**src/rtl/slew_ctrl_mc.sv**
```systemverilog
// Multi-channel slew controller: one shared datapath steps each channel's cvr toward target, one channel per clk.
// Channel k updates on the (k+1)-th edge after the tick-sampling edge; done pulses after edge CH; ticks during a scan flag overrun.
module slew_ctrl_mc #(
    parameter int CH = 4,
    parameter int GW = 8,
    parameter int OW = 8,
    parameter int SW = 4
) (
    input  logic             clk,
    input  logic             nrst,
    input  logic             en,
    input  logic             tick,
    input  logic [CH*GW-1:0] current,
    input  logic [CH*GW-1:0] target,
    input  logic [SW-1:0]    step,
    input  logic [GW-1:0]    deadband,
    input  logic [OW-1:0]    cvr_min,
    input  logic [OW-1:0]    cvr_max,
    output logic [CH*OW-1:0] cvr,
    output logic [CH-1:0]    at_limit,
    output logic [CH-1:0]    locked,
    output logic             busy,
    output logic             done,
    output logic             overrun,
    output logic             cfg_err
);

    localparam int IW = (CH > 1) ? $clog2(CH) : 1;

    typedef enum logic [1:0] {S_DISABLED, S_INIT, S_IDLE, S_SCAN} state_t;

    state_t             r_state;
    logic [IW-1:0]      r_idx;
    logic [CH*OW-1:0]   r_cvr;
    logic [CH-1:0]      r_at_limit;
    logic [CH-1:0]      r_locked;
    logic               r_done;
    logic               r_overrun;

    logic [GW-1:0]      w_cur;
    logic [GW-1:0]      w_tgt;
    logic signed [GW:0] w_err;
    logic signed [GW:0] w_db;
    logic               w_up;
    logic               w_dn;
    logic [OW-1:0]      w_old;
    logic [OW-1:0]      w_clamp;
    logic [OW:0]        w_step;
    logic [OW:0]        w_sum;
    logic signed [OW:0] w_diff;
    logic [OW-1:0]      w_new;
    logic               w_lim;
    logic               w_cfg_err;

    assign w_cfg_err = (cvr_min > cvr_max);

    // Shared per-channel datapath, driven by the scan index
    always_comb begin
        w_cur   = current[r_idx*GW +: GW];
        w_tgt   = target[r_idx*GW +: GW];
        w_err   = $signed({1'b0, w_tgt}) - $signed({1'b0, w_cur});
        w_db    = $signed({1'b0, deadband});
        w_up    = (w_err > w_db);
        w_dn    = (w_err < -w_db);
        w_old   = r_cvr[r_idx*OW +: OW];
        w_clamp = w_old;
        if (w_old < cvr_min) begin
            w_clamp = cvr_min;
        end else if (w_old > cvr_max) begin
            w_clamp = cvr_max;
        end
        w_step  = {{(OW+1-SW){1'b0}}, step};
        w_sum   = {1'b0, w_clamp} + w_step;
        w_diff  = $signed({1'b0, w_clamp}) - $signed(w_step);
        w_new   = w_clamp;
        if (w_up) begin
            w_new = (w_sum > {1'b0, cvr_max}) ? cvr_max : w_sum[OW-1:0];
        end else if (w_dn) begin
            w_new = (w_diff < $signed({1'b0, cvr_min})) ? cvr_min : w_diff[OW-1:0];
        end
        w_lim   = (w_new == cvr_min) || (w_new == cvr_max);
    end

    always_ff @(posedge clk or negedge nrst) begin
        if (!nrst) begin
            r_state    <= S_DISABLED;
            r_idx      <= '0;
            r_cvr      <= '0;
            r_at_limit <= '0;
            r_locked   <= '0;
            r_done     <= 1'b0;
            r_overrun  <= 1'b0;
        end else begin
            r_done    <= 1'b0;
            r_overrun <= 1'b0;
            if (!en) begin
                // Abort anything in flight; cvr and flags keep their values
                r_state <= S_DISABLED;
                r_idx   <= '0;
            end else begin
                case (r_state)
                    S_DISABLED: r_state <= S_INIT;
                    S_INIT: begin
                        if (!w_cfg_err) begin
                            r_cvr      <= {CH{cvr_min}};
                            r_at_limit <= '1;
                        end
                        r_locked <= '0;
                        r_state  <= S_IDLE;
                    end
                    S_IDLE: begin
                        if (tick) begin
                            r_state <= S_SCAN;
                            r_idx   <= '0;
                        end
                    end
                    S_SCAN: begin
                        if (tick) begin
                            r_overrun <= 1'b1;
                        end
                        if (!w_cfg_err) begin
                            r_cvr[r_idx*OW +: OW] <= w_new;
                            r_at_limit[r_idx]     <= w_lim;
                            r_locked[r_idx]       <= !w_up && !w_dn;
                        end
                        if (r_idx == IW'(CH-1)) begin
                            r_state <= S_IDLE;
                            r_idx   <= '0;
                            r_done  <= 1'b1;
                        end else begin
                            r_idx <= r_idx + 1'b1;
                        end
                    end
                    default: r_state <= S_DISABLED;
                endcase
            end
        end
    end

    assign cvr      = r_cvr;
    assign at_limit = r_at_limit;
    assign locked   = r_locked;
    assign busy     = (r_state == S_SCAN);
    assign done     = r_done;
    assign overrun  = r_overrun;
    assign cfg_err  = w_cfg_err;

endmodule
```
**config.mk**
```make
export PLATFORM = sky130hd
export DESIGN_NAME = slew_ctrl_mc
export DESIGN_NICKNAME = d
export VERILOG_FILES = /design/src/rtl/slew_ctrl_mc.sv
export SDC_FILE = /design/constraint.sdc
export NUM_CORES = 1
export LEC_CHECK = 0
export CAP_MARGIN = 20
export CORE_ASPECT_RATIO = 1.75
export CORE_MARGIN = 10
export CORE_UTILIZATION = 35
export CTS_CLUSTER_SIZE = 25
export DETAILED_ROUTE_END_ITERATION = 10
export GPL_TIMING_DRIVEN = 0
export PLACE_DENSITY = 0.69
export SLEW_MARGIN = 20
export SYNTH_ARGS = -nofsm -noshare
export SYNTH_HDL_FRONTEND = slang
export SYNTH_SLANG_ARGS = --single-unit
```
**constraint.sdc**
```tcl
create_clock -name clk -period 7 [get_ports clk]
set_input_delay 1.4 -clock clk [delete_from_list [all_inputs] [get_ports clk]]
set_output_delay 1.4 -clock clk [all_outputs]
set_load 0.01 [all_outputs]
```
==> run metrics <==
run status=completed; Final Skew=roughly 0.011 ns; Leakage=0.00378 uW; synth warn=0; vias in the first global route=7,326; final setup TNS=0 ns; area of the mapped netlist=6130 um^2; part of the power in registers=0.090; DIE WIDTH=120 um; sw frac=0.498; fin area=between 9000 and 10,000 um^2; fin crit share=0.993; Post-synth ARST share=1.00; die height=between 150 and 200 um; Top FF cell, synth=dfrtp_1; Crit Path Category=in -> reg; Post-synth EDFFs=0; P&R area growth vs syn=56.2%; post-DR vias/cell=6.20; maximum clock rate=144 MHz; antenna-violating nets left=0; startpoint types=primary input; Longest Clk Path Bufs=2; Final Critical Period=6.95 ns; WHS Path Cells=1; Reg-to-Reg Start=r_idx[1]$_DFFE_PN0P_; First-pass DRT Iterations=5; endpoints failing setup=0; CP Data Arrival Time=7.17 ns; actual slew at the worst max-slew pin=0.907 ns; total die area=23,400 um^2; HPWL after detailed placement=21.3 mm; drt wl/cell=24.3 um; number of placement rows=64; Starting Density=0.353; CP max FO=5; synthesized flop and latch total=46; placed insts=1,082; Final Util=0.551; Avg Cell Area, Syn=8.62 um^2; Clock transition at path regs=about 0.060 ns; Power Total=roughly 4500 uW; unrepaired setup endpoints after global routing=yes; core area=17,400 um^2; CTS tree=yes; post-route insts no fill=1,168; clk_lat worst skew=0.30 ns; # diodes=0; Final Hold Fails=0; DRC Markers=0; hold path start=cvr[21]$_DFFE_PN0P_; grt total ovfl=0; end of the worst hold path=cvr[21]$_DFFE_PN0P_; CTS Sinks=46; Nets=1,110; Worst Hold Class=reg -> reg; VDD IR max=roughly 0.00027 V; flop-to-flop setup slack=around 0.10 ns; H-tree Lvls=2; R2R Path End=at_limit[2]$_DFFE_PN0P_; initial antenna violation count=0; DRT iter0 DRCs=551; routed vias=7,242; crit end category=flip-flop; Post-Synthesis Cells=711; Yosys cell types=77; port bufs=139; Power Density=470 nW/um^2; Area after DPL=7900 um^2; sequential area share after synthesis=0.188; Crit path required time=7.22 ns; # IOs=140; first-pass GRT wire length=roughly 42 mm; layout cells sized above 1=0.291; CTS Buf Count=5; Switch Pwr=2240 uW; Post-Syn Nets=885; Int Pwr=about 2300 uW; final WL=28.4 mm; largest net degree at the start of global routing=25; FF-to-FF path depth=26; GPL Wtd Cong=1.01; maxcap violations=0; combinational group share of total power=0.850; Relative slew margins=0.394; GR Util All Layers=0.226; clock root buffer=clkbuf_16; fin. max-slew vios=0; clock share of power=0.060
cell type report:
| type | count | area [um^2] |
|---|---|---|
| sequential | 46 | 1150 |
| timing repair buffer | 220 | 2050 |
| tap | 231 | 289 |
| fill | 1524 | 7800 |
| buffer | 24 | 180 |
| inverter | 54 | 260 |
| multi-input combinational | 585 | 5480 |
| clock inverter | 3 | 40.0 |
| clock buffer | 5 | 125 |
synth_stat cells (6+ instances only):
cell type	n	area, um^2
a211oi_1	11	82.6
a21o_1	9	67.6
a21oi_1	40	200
a31oi_1	20	125
clkbuf_1	18	67.6
dfrtp_1	46	1150
ha_1	75	938
inv_1	53	199
mux4_2	24	541
nand2_1	36	135
nand2b_1	6	37.5
nand3_1	20	100
nand4_1	14	87.6
nor2_1	55	206
nor2b_1	12	75.1
nor3_1	15	75.1
o211ai_1	30	225
o21a_1	36	270
o21ai_0	41	205
o31a_1	6	52.6
o31ai_1	12	90.1
xnor2_1	21	184
xor2_1	6	52.6
critical path, cell delays in order:
cell       delay (ns)
buf_4            0.15
inv_8            0.07
ha_4             0.23
a2111o_1         0.58
a31o_4           0.39
a31oi_4          0.21
inv_1            0.06
ha_2             0.18
fa_2             0.37
xnor2_1          0.17
ha_1             0.31
nand2_1          0.06
o21ai_1          0.46
o2111ai_2        0.27
a21oi_4          0.31
nand2_4          0.10
buf_4            0.14
or4_4            0.52
and3_4           0.19
o31ai_4          0.17
nand4_1          0.17
nor4_4           0.35
a21oi_4          0.09
a31oi_1          0.18
cells by family (layout without fill, tap and decap cells):
family / after synthesis / count (layout) / share of synthesized area
buffers and inverters: 81 / 306 / 0.0524
and+or+nand+nor: 185 / 185 / 0.149
AOI/OAI and AO/OA: 267 / 268 / 0.316
DFF: 46 / 46 / 0.188
adders and majority gates: 78 / 78 / 0.163
xor gates and xnor gates: 27 / 27 / 0.0386
muxes: 27 / 27 / 0.0935
registers in the layout (all words and copies together), names as in the netlist:
| name | count |
|---|---|
| at_limit | 4 |
| overrun | 1 |
| r_idx | 2 |
| done | 1 |
| r_state | 2 |
| locked | 4 |
| cvr | 32 |
worst max-delay path by stage:
stage / startpoint / end / slack (ns) / depth (start not counted)
after global routing: cvr_min[0] / at_limit[2]$_DFFE_PN0P_ / -0.26 / 30
after floorplan: cvr_max[5] / at_limit[0]$_DFFE_PN0P_ / 0.02 / 28
after detailed placement: cvr_max[5] / at_limit[3]$_DFFE_PN0P_ / -2.45 / 26
after CTS: cvr_min[5] / at_limit[1]$_DFFE_PN0P_ / 0.0005 / 31
final: cvr_min[3] / at_limit[2]$_DFFE_PN0P_ / 0.05 / 24
after global placement: cvr_min[6] / at_limit[1]$_DFFE_PN0P_ / -2.49 / 26
cell usage in the layout, fill, tap and decap left out, types with 5 or more instances in the layout:
cell type        Yosys  routed
clkdlybuf4s50_1      0     122
buf_4                0      80
ha_1                75      59
nor2_1              55      47
dfrtp_1             46      45
inv_1               53      39
o21a_1              36      36
nand2_1             36      33
o211ai_1            30      30
a21oi_1             40      29
o21ai_0             41      25
mux4_2              24      24
nand3_1             20      19
xnor2_1             21      15
nand4_1             14      14
a31oi_1             20      14
ha_4                 0      14
nor3_1              15      13
nor2b_1             12      11
o31ai_1             12       9
a21o_1               9       8
a21oi_2              1       8
o21ai_2              1       8
a211oi_1            11       8
o21ai_1              0       7
clkbuf_1            18       7
inv_2                0       6
buf_6                2       6
o31a_1               6       6
nand2b_1             6       6
buf_8                0       6
a31oi_4              1       5
xnor2_2              0       5
clkbuf_2             0       5
clkbuf_16            0       5
stage by stage:
stage	setup slack, ns	hold slack, ns
6_report	0.0494	0.518
3_3_place_gp	-2.49	0.498
5_1_grt	-0.264	0.550
4_1_cts	0.000533	0.521
3_5_place_dp	-2.45	0.503
2_1_floorplan	0.0172	0.488
what timing repair did:
action | in CTS | in global routing
gates cloned | 0 | 1
gates resized for setup | 180 | 124
hold buffers | 0 | 0
setup endpoints to repair | 36 | 28
buffers inserted | 45 | 35
pin swaps | 50 | 44
power by group through the flow:
stage	clock, uW	combinational, uW	sequential (uW)
2_1_floorplan	0	1670	417
3_3_place_gp	0	2490	405
3_5_place_dp	0	2500	407
4_1_cts	272	3230	403
5_1_grt	282	4040	410
6_report	272	3820	404
per-layer routing:
metal	up-vias	global-route usage	part of all wire
li1	3233	-	-
met1	3447	0.229	0.34
met2	420	0.403	0.52
met3	142	0.0352	0.067
met4	0	0.173	0.079
met5	-	0	0
Note: power is estimated with default switching activity, not from simulation.
